[src/rtl/shift_pipe_if.sv]
// Request/result handshake bundle for shift_pipe.
// out_carry exists only when SHIFT_CARRY_EN is defined.
`ifndef DEFAULT_WIDTH
`define DEFAULT_WIDTH 32
`endif

interface shift_pipe_if #(
    parameter int N = `DEFAULT_WIDTH
);
    localparam int BW = $clog2(N);

    logic          in_valid;
    logic          in_ready;
    logic [N-1:0]  in_a;
    logic [BW-1:0] in_b;
    logic [2:0]    in_op;
    logic          out_valid;
    logic          out_ready;
    logic [N-1:0]  out_data;
    logic          out_zero;
`ifdef SHIFT_CARRY_EN
    logic          out_carry;

    modport master (
        output in_valid, in_a, in_b, in_op, out_ready,
        input  in_ready, out_valid, out_data, out_zero, out_carry
    );

    modport slave (
        input  in_valid, in_a, in_b, in_op, out_ready,
        output in_ready, out_valid, out_data, out_zero, out_carry
    );
`else
    modport master (
        output in_valid, in_a, in_b, in_op, out_ready,
        input  in_ready, out_valid, out_data, out_zero
    );

    modport slave (
        input  in_valid, in_a, in_b, in_op, out_ready,
        output in_ready, out_valid, out_data, out_zero
    );
`endif
endinterface

[src/rtl/shift_pipe.sv]
// Pipelined log-structured barrel shifter (rol/ror/lsl/lsr/asr) with valid/ready flow control.
// Define SHIFT_CARRY_EN to add out_carry, the last bit shifted out.
`ifndef DEFAULT_WIDTH
`define DEFAULT_WIDTH 32
`endif

module shift_pipe #(
    parameter int N      = `DEFAULT_WIDTH,
    parameter int STAGES = 1
) (
    input logic         clk,
    input logic         rst,
    shift_pipe_if.slave bus
);
    localparam int LVLS = $clog2(N);
    localparam int PER  = (LVLS + STAGES - 1) / STAGES;

    localparam logic [2:0] OP_ROL = 3'd0;
    localparam logic [2:0] OP_ROR = 3'd1;
    localparam logic [2:0] OP_LSL = 3'd2;
    localparam logic [2:0] OP_LSR = 3'd3;
    localparam logic [2:0] OP_ASR = 3'd4;

    typedef struct packed {
        logic            valid;
        logic [2:0]      op;
        logic [LVLS-1:0] amt;
`ifdef SHIFT_CARRY_EN
        logic            carry;
`endif
        logic [N-1:0]    data;
    } stage_t;

`ifdef SHIFT_CARRY_EN
    // After the last active level this is exactly the final bit shifted out.
    function automatic logic levelCarry(input logic [2:0] op, input logic [N-1:0] before,
                                        input logic [N-1:0] after, input int sh);
        logic [N-1:0] t;
        case (op)
            OP_ROL:  t = after;
            OP_ROR:  t = after >> (N - 1);
            OP_LSL:  t = before >> (N - sh);
            default: t = before >> (sh - 1);
        endcase
        return t[0];
    endfunction
`endif

    function automatic stage_t applyLevel(input stage_t st, input int lvl);
        stage_t          r;
        logic [LVLS-1:0] amtBits;
        int              sh;
        r       = st;
        sh      = 1 << lvl;
        amtBits = st.amt >> lvl;
        if (amtBits[0]) begin
            case (st.op)
                OP_ROL:  r.data = (st.data << sh) | (st.data >> (N - sh));
                OP_ROR:  r.data = (st.data >> sh) | (st.data << (N - sh));
                OP_LSL:  r.data = st.data << sh;
                OP_LSR:  r.data = st.data >> sh;
                OP_ASR:  r.data = $signed(st.data) >>> sh;
                default: r.data = st.data;
            endcase
`ifdef SHIFT_CARRY_EN
            if (st.op <= OP_ASR) begin
                r.carry = levelCarry(st.op, st.data, r.data, sh);
            end
`endif
        end
        return r;
    endfunction

    stage_t stQ [STAGES];
    stage_t stD [STAGES];
    logic   advance;
    logic   unusedTail;

    assign advance = !stQ[STAGES-1].valid || bus.out_ready;

    // Stage s owns levels [s*PER, (s+1)*PER); trailing stages may own none and just register.
    for (genvar s = 0; s < STAGES; s++) begin : gStage
        stage_t stIn;
        stage_t stOut;

        if (s == 0) begin : gHead
            always_comb begin
                stIn       = '0;
                stIn.valid = bus.in_valid;
                stIn.op    = bus.in_op;
                stIn.amt   = bus.in_b;
                stIn.data  = bus.in_a;
            end
        end else begin : gBody
            assign stIn = stQ[s-1];
        end

        always_comb begin
            stOut = stIn;
            for (int l = s * PER; l < (s + 1) * PER && l < LVLS; l++) begin
                stOut = applyLevel(stOut, l);
            end
        end

        assign stD[s] = stOut;
    end

    always_ff @(posedge clk or posedge rst) begin
        if (rst) begin
            for (int s = 0; s < STAGES; s++) begin
                stQ[s] <= '0;
            end
        end else if (advance) begin
            for (int s = 0; s < STAGES; s++) begin
                stQ[s] <= stD[s];
            end
        end
    end

    assign bus.in_ready  = advance;
    assign bus.out_valid = stQ[STAGES-1].valid;
    assign bus.out_data  = stQ[STAGES-1].data;
    assign bus.out_zero  = ~|stQ[STAGES-1].data;
`ifdef SHIFT_CARRY_EN
    assign bus.out_carry = stQ[STAGES-1].carry;
`endif

    assign unusedTail = ^{stQ[STAGES-1].op, stQ[STAGES-1].amt};

endmodule

[src/flat_wrapper.sv]
// flat-port wrapper written by rule: the top's interface ports become plain ports
module shift_pipe_flat 
#(
    parameter int N      = `DEFAULT_WIDTH,
    parameter int STAGES = 1
)
  (clk, rst, bus_in_valid, bus_in_a, bus_in_b, bus_in_op, bus_out_ready, bus_in_ready, bus_out_valid, bus_out_data, bus_out_zero);
  shift_pipe_if #(.N(N)) bus_i ();
  input logic clk;
  input logic rst;
  input wire logic [$bits(bus_i.in_valid)-1:0] bus_in_valid;
  input wire logic [$bits(bus_i.in_a)-1:0] bus_in_a;
  input wire logic [$bits(bus_i.in_b)-1:0] bus_in_b;
  input wire logic [$bits(bus_i.in_op)-1:0] bus_in_op;
  input wire logic [$bits(bus_i.out_ready)-1:0] bus_out_ready;
  output wire logic [$bits(bus_i.in_ready)-1:0] bus_in_ready;
  output wire logic [$bits(bus_i.out_valid)-1:0] bus_out_valid;
  output wire logic [$bits(bus_i.out_data)-1:0] bus_out_data;
  output wire logic [$bits(bus_i.out_zero)-1:0] bus_out_zero;
  assign bus_i.in_valid = bus_in_valid;
  assign bus_i.in_a = bus_in_a;
  assign bus_i.in_b = bus_in_b;
  assign bus_i.in_op = bus_in_op;
  assign bus_i.out_ready = bus_out_ready;
  assign bus_in_ready = bus_i.in_ready;
  assign bus_out_valid = bus_i.out_valid;
  assign bus_out_data = bus_i.out_data;
  assign bus_out_zero = bus_i.out_zero;
  shift_pipe #(.N(N), .STAGES(STAGES)) u_core (.clk(clk), .rst(rst), .bus(bus_i));
endmodule
[config.mk]
export PLATFORM = sky130hd
export DESIGN_NAME = shift_pipe_flat
export DESIGN_NICKNAME = d
export VERILOG_FILES = /design/src/rtl/shift_pipe_if.sv /design/src/rtl/shift_pipe.sv /design/src/flat_wrapper.sv
export SDC_FILE = /design/constraint.sdc
export NUM_CORES = 1
export LEC_CHECK = 0
export BUFFER_PORTS_ARGS = -buffer_cell sky130_fd_sc_hd__clkbuf_2
export CAP_MARGIN = 10
export CORE_MARGIN = 3
export CORE_UTILIZATION = 40
export CTS_CLUSTER_SIZE = 30
export DETAILED_ROUTE_END_ITERATION = 6
export GPL_TIMING_DRIVEN = 0
export PLACE_DENSITY_LB_ADDON = 0.12
export SYNTH_ARGS = -nofsm -noshare
export SYNTH_HDL_FRONTEND = slang
export SYNTH_SLANG_ARGS = --single-unit
[constraint.sdc]
create_clock -name clk -period 4.1 [get_ports clk]
set_input_delay 0.82 -clock clk [delete_from_list [all_inputs] [get_ports clk]]
set_output_delay 0.82 -clock clk [all_outputs]
set_load 0.02 [all_outputs]
### Word level (Yosys, flattened, before mapping)

Cells that the tools add are included.

* register bits: 33
* latch bits: 0
* bits in writable memories: 0
* bits in read-only memories: 0
* input bits: 44
* output and inout port bits: 35
* logic and storage cells: 31
* memories kept: 0

* $add $sub $neg: 0
* $mul: 0
* div/mod/pow operators: 0
* order comparisons: 0
* equality and inequality tests: 4
* shift-type cells: 0
* mux-type cells: 10
* bitwise gates (word level): 9
* reduce and logical (&&, ||, !) cells: 6

Operator list (number)
* 32-bit one-hot mux with 5 select lines: 4
* 32-bit two-way mux: 5
* 32-bit one-hot mux with 4 select lines: 1
* 24-bit by 32-bit OR with 32-bit output: 1
* 28-bit by 32-bit OR with 32-bit output: 1
* 30-bit by 32-bit OR with 32-bit output: 1
* 31-bit by 32-bit OR with 32-bit output: 1
* 32-bit by 1-bit OR with 32-bit output: 1
* 32-bit by 16-bit OR with 32-bit output: 1
* 32-bit by 2-bit OR with 32-bit output: 1
* 32-bit by 4-bit OR with 32-bit output: 1
* 32-bit by 8-bit OR with 32-bit output: 1
* 32-bit OR reduction: 1
* 3-bit by 2-bit equality test with 1-bit output, second input constant: 2
* 3-bit by 1-bit equality test with 1-bit output, second input constant: 1
* 3-bit equality test, second input constant: 1
* 3-bit zero test: 1
* 1-bit zero test: 2
* 2-bit OR reduction: 1
* 1-bit logical OR: 1

### Logic depth before layout (Yosys ltp)

* depth in word-level cells: 15
* mapped depth: 12
* depth with buffers taken out: 8

### Worst setup path before layout

OpenSTA, ideal clock, no wires.

* path kind: input to register
* start: in bus_in_b[0]
* end: reg u_core.stQ (netlist bit u_core.bus.out_data[14])
* setup time: 0.133 ns
* arrival time: 2.685 ns
* required time: 3.967 ns
* path slack: 1.281 ns
* stages on the path: 12
* path buffers: 4
* cells stage by stage: buf_2 buf_4 buf_4 buf_2 mux2i_1 nor2_1 a311oi_1 a21oi_1 a22oi_1 a21oi_1 a22oi_1 o211ai_1

* longest elaborated chain between the ends: 13
* elaborated cells on any way between the ends: 16
* those cells by class: 9 x mux; 7 x bitwise

RTL lines
* start: declaration: RTL line flat_wrapper.sv:13 `input wire logic [$bits(bus_i.in_b)-1:0] bus_in_b;`
* 32-bit two-way mux (*): RTL line shift_pipe.sv:56 `if (amtBits[0]) begin`
* 30-bit by 32-bit OR with 32-bit output / 32-bit by 2-bit OR with 32-bit output (equally long branches): RTL line shift_pipe.sv:59, shift_pipe.sv:58
* 32-bit one-hot mux with 5 select lines: RTL line shift_pipe.sv:57 `case (st.op)`
* 32-bit two-way mux (*): RTL line shift_pipe.sv:56
* 28-bit by 32-bit OR with 32-bit output / 32-bit by 4-bit OR with 32-bit output (equally long branches): RTL line shift_pipe.sv:59, shift_pipe.sv:58
* 32-bit one-hot mux with 5 select lines: RTL line shift_pipe.sv:57
* 32-bit two-way mux (*): RTL line shift_pipe.sv:56
* 24-bit by 32-bit OR with 32-bit output / 32-bit by 8-bit OR with 32-bit output (equally long branches): RTL line shift_pipe.sv:59, shift_pipe.sv:58
* 32-bit one-hot mux with 5 select lines: RTL line shift_pipe.sv:57
* 32-bit two-way mux (*): RTL line shift_pipe.sv:56
* 32-bit by 16-bit OR with 32-bit output: RTL line shift_pipe.sv:58, shift_pipe.sv:59
* 32-bit one-hot mux with 4 select lines: RTL line shift_pipe.sv:57
* 32-bit two-way mux (*): RTL line shift_pipe.sv:56
* end signal: indexed assignment: RTL line shift_pipe.sv:115 `stQ[s] <= stD[s];`
* end: declaration: RTL line shift_pipe.sv:74 `stage_t stQ [STAGES];`

Mark *: on every way between the ends. The rest lies on a longest branch, timed or not.
A chain may end at the register's enable or synchronous reset.

### Final worst setup path

* start: in bus_in_op[2]
* end: reg u_core.stQ (netlist bit u_core.bus.out_data[26])

* longest elaborated chain between the ends: 15
* elaborated cells on any way between the ends: 23
* those cells by class: 4 x eq/ne; 10 x mux; 7 x bitwise; 2 x reduce/logical

RTL lines
* start: declaration: RTL line flat_wrapper.sv:14 `input wire logic [$bits(bus_i.in_op)-1:0] bus_in_op;`
* 3-bit equality test (tied with other cells): RTL line shift_pipe.sv:57
* 32-bit one-hot mux with 5 select lines: RTL line shift_pipe.sv:57
* 32-bit two-way mux: RTL line shift_pipe.sv:56
* 30-bit by 32-bit OR with 32-bit output / 32-bit by 2-bit OR with 32-bit output (equally long branches): RTL line shift_pipe.sv:59, shift_pipe.sv:58
* 32-bit one-hot mux with 5 select lines: RTL line shift_pipe.sv:57
* 32-bit two-way mux: RTL line shift_pipe.sv:56
* 28-bit by 32-bit OR with 32-bit output / 32-bit by 4-bit OR with 32-bit output (equally long branches): RTL line shift_pipe.sv:59, shift_pipe.sv:58
* 32-bit one-hot mux with 5 select lines: RTL line shift_pipe.sv:57
* 32-bit two-way mux: RTL line shift_pipe.sv:56
* 24-bit by 32-bit OR with 32-bit output / 32-bit by 8-bit OR with 32-bit output (equally long branches): RTL line shift_pipe.sv:59, shift_pipe.sv:58
* 32-bit one-hot mux with 5 select lines: RTL line shift_pipe.sv:57
* 32-bit two-way mux: RTL line shift_pipe.sv:56
* 32-bit by 16-bit OR with 32-bit output: RTL line shift_pipe.sv:58, shift_pipe.sv:59
* 32-bit one-hot mux with 4 select lines: RTL line shift_pipe.sv:57
* 32-bit two-way mux (*): RTL line shift_pipe.sv:56

Marked as above.

==> out/results.ini <==
[setup_path]
reg2reg_slack_ns=1.63
required_ns=4.20
r2r_cells=7
path_class=in -> reg
path_max_fanout=10
arrival_ns=4.06
start_kind=input port
worstSetupEndpointType=flop
timing.rr.start=u_core.bus.out_valid
r2r_end=u_core.bus.out_data[20]

[die]
dieHeight_um=133
initial_core_util_pct=41.6
die_area_mm2=0.0176
rows=45
core_area_mm2=0.0155
dieWidth_um=133
ioPinCount=79

[layout]
instances_no_fill=1225
num_antenna_cells=0
drive_above_1_share_pct=18.8
area_growth_pct=12.1
nets=1057

[clock_tree]
root_buffer=clkbuf_16
post_cts.repair.setup_buffers=0
clkTransAtPathRegs_ns=0.05
cts_max_level=2
clkSinkCount=33
cts_max_path_buffers=2
post_cts_resized=0
numCtsBuffers=5
hold_buffers=0
worstSkewPairLatency_ns=0.28
cts_tree=yes

[synth]
syn_nets=980
ys_ff_latch=33
ys_seq_area_share_pct=12.8
synth_top_area_share_pct=12.8
avgSynthCellArea_um2=6.88
yosys-top-cells-count=nor2_1, nand2_1, a21oi_1
ys_top_cells_by_area=dfrtp_1, nor2_1, a21oi_1, o21ai_0, nand2_1
yosysMostFrequentCell=nor2_1
synth_cells=936
syn_area_mm2=0.00644
synth_async_sr_flop_share_pct=100
yosysWarnings=0
yosys.area.top_type=dfrtp_1
ys_types=94
synth_ff_type=dfrtp_1
synth-edff-count=0

[routing]
wirelength_mm=39.6
drt_iter0_markers=1915
firstDrtPassIters=7
drc=0
vias=9457
viasPerCell=7.72
postRouteAntennaNets=0
wl_per_cell_um=32.3

[timing]
fin_skew_ns=0.00201
setup_violations=0
tns_ns=0
finalMaxSlewViolations=0
hold_viol_final=0
fmax_mhz=253
worst_pin_slew_ns=1.34
min_period_ns=3.96
rsz0062_at_grt=no
fin_crit_sh_pct=96.5
slew_headroom_pct=10.7

[place]
post-dp-hpwl_mm=30.7
numPortBuffers=69
dp.cells=1217
routabilityCongestion=1.10

[grt]
grt_pass1_vias=8614
grt_antenna_before_repair=0
grt_max_degree=21
overflow=0
grt_pass1_wl_mm=57.6
track_usage_pct=42.8

[worst_hold_path]
whs_path_depth=2
hold_path_class=reg -> reg
min_from=u_core.bus.out_data[2]
whs_endpoint=u_core.bus.out_data[2]

[pwr]
power_leakage_uw=0.00273
p_total_uw=2060
p_per_area_mw_per_mm2=286
ir_worst_vdd_uv=204

[flow_run]
cap_violations=0

[run_status]
status=complete, no violations

## cells in the final DEF (no fill, tap or decap), types with 7 or more instances in the layout
master and instances:
o32ai_1 11, o21ai_0 62, a31oi_1 18, nand2_1 80, nand3_1 33, o22ai_1 19, a311oi_1 10, nor4_1 17
nor2b_1 12, clkbuf_2 69, nor2_1 95, mux2i_1 12, a21oi_1 69, a221oi_1 11, a32oi_1 11, nor3b_1 16
buf_4 15, a211oi_1 21, nand2b_1 16, nand4_1 9, and3_1 8, a21o_1 14, o211ai_1 24, nor3_1 30
a22oi_1 14, o31ai_1 17, inv_1 12, dfrtp_1 33, clkbuf_1 28, o221ai_1 15, o21ai_1 14, buf_6 7
o21bai_1 7, buf_2 39
## area by class of cell
type	instances	area, um2
fill	1640	8270
multi-input combinational	796	5050
sequential	33	826
buffer	93	507
timing repair buffer	70	373
tap	211	264
clock buffer	5	125
inverter	14	52.6
clock inverter	3	17.5
## power breakdown
group | internal [uW] | switching, uW | total (uW)
sequential | 390 | 71.1 | 461
combinational | 368 | 870 | 1240
clock | 222 | 142 | 364
## metrics by stage
stage / hold WS, ns / cell area, um2 / worst slack [ns] / utilization [%]
detailed placement: 0.514 / 7070 / 0.195 / 45.7
finish: 0.526 / 7220 / 0.142 / 46.6
global placement: 0.507 / 7050 / 0.0298 / 45.5
global route: 0.566 / 7220 / 0.129 / 46.6
floorplan: 0.601 / 6440 / 1.28 / -
CTS: 0.526 / 7220 / 0.463 / 46.6
## flip-flops by register name, summed over array words and instances (netlist names)
signal,count
u_core.bus.out_data,32
u_core.bus.out_valid,1
## cell families (layout without fill, tap and decap cells)
group                  after synthesis  count (layout)  share of synthesized area (%)
and+or+nand+nor                    354             354                           27.5
muxes                               18              18                           2.92
buffers and inverters              107             185                           8.69
DFF                                 33              33                           12.8
AOI/OAI and AO/OA                  424             424                           48.0
## metal layers
metal | vias to the layer above | wire [um] | track usage [%]
li1 | 3849 | - | -
met1 | 4427 | 15200 | 58.7
met2 | 983 | 15400 | 58.5
met3 | 198 | 6710 | 16.8
met5 | - | 0 | 0
met4 | 0 | 2270 | 19.4
## how the worst max path moves through the flow
stage                 start                       to  depth (start not counted)
2_1_floorplan   bus_in_b[0]  u_core.bus.out_data[14]                         12
3_3_place_gp   bus_in_op[2]  u_core.bus.out_data[26]                         10
3_5_place_dp   bus_in_op[2]  u_core.bus.out_data[26]                         10
4_1_cts        bus_in_op[2]  u_core.bus.out_data[26]                         10
5_1_grt        bus_in_op[2]  u_core.bus.out_data[26]                         10
6_report       bus_in_op[2]  u_core.bus.out_data[26]                         10
## worst max-delay path, cell delays in order
cell and delay [ns]:
clkbuf_2 0.09, buf_4 0.17, nor2b_1 0.13, clkbuf_1 0.21, a21oi_1 1.09, nor2_1 0.48
nand3_1 0.21, nand4_1 0.20, o31ai_1 0.46, a221oi_1 0.17
(Power assumes the default switching activity.)
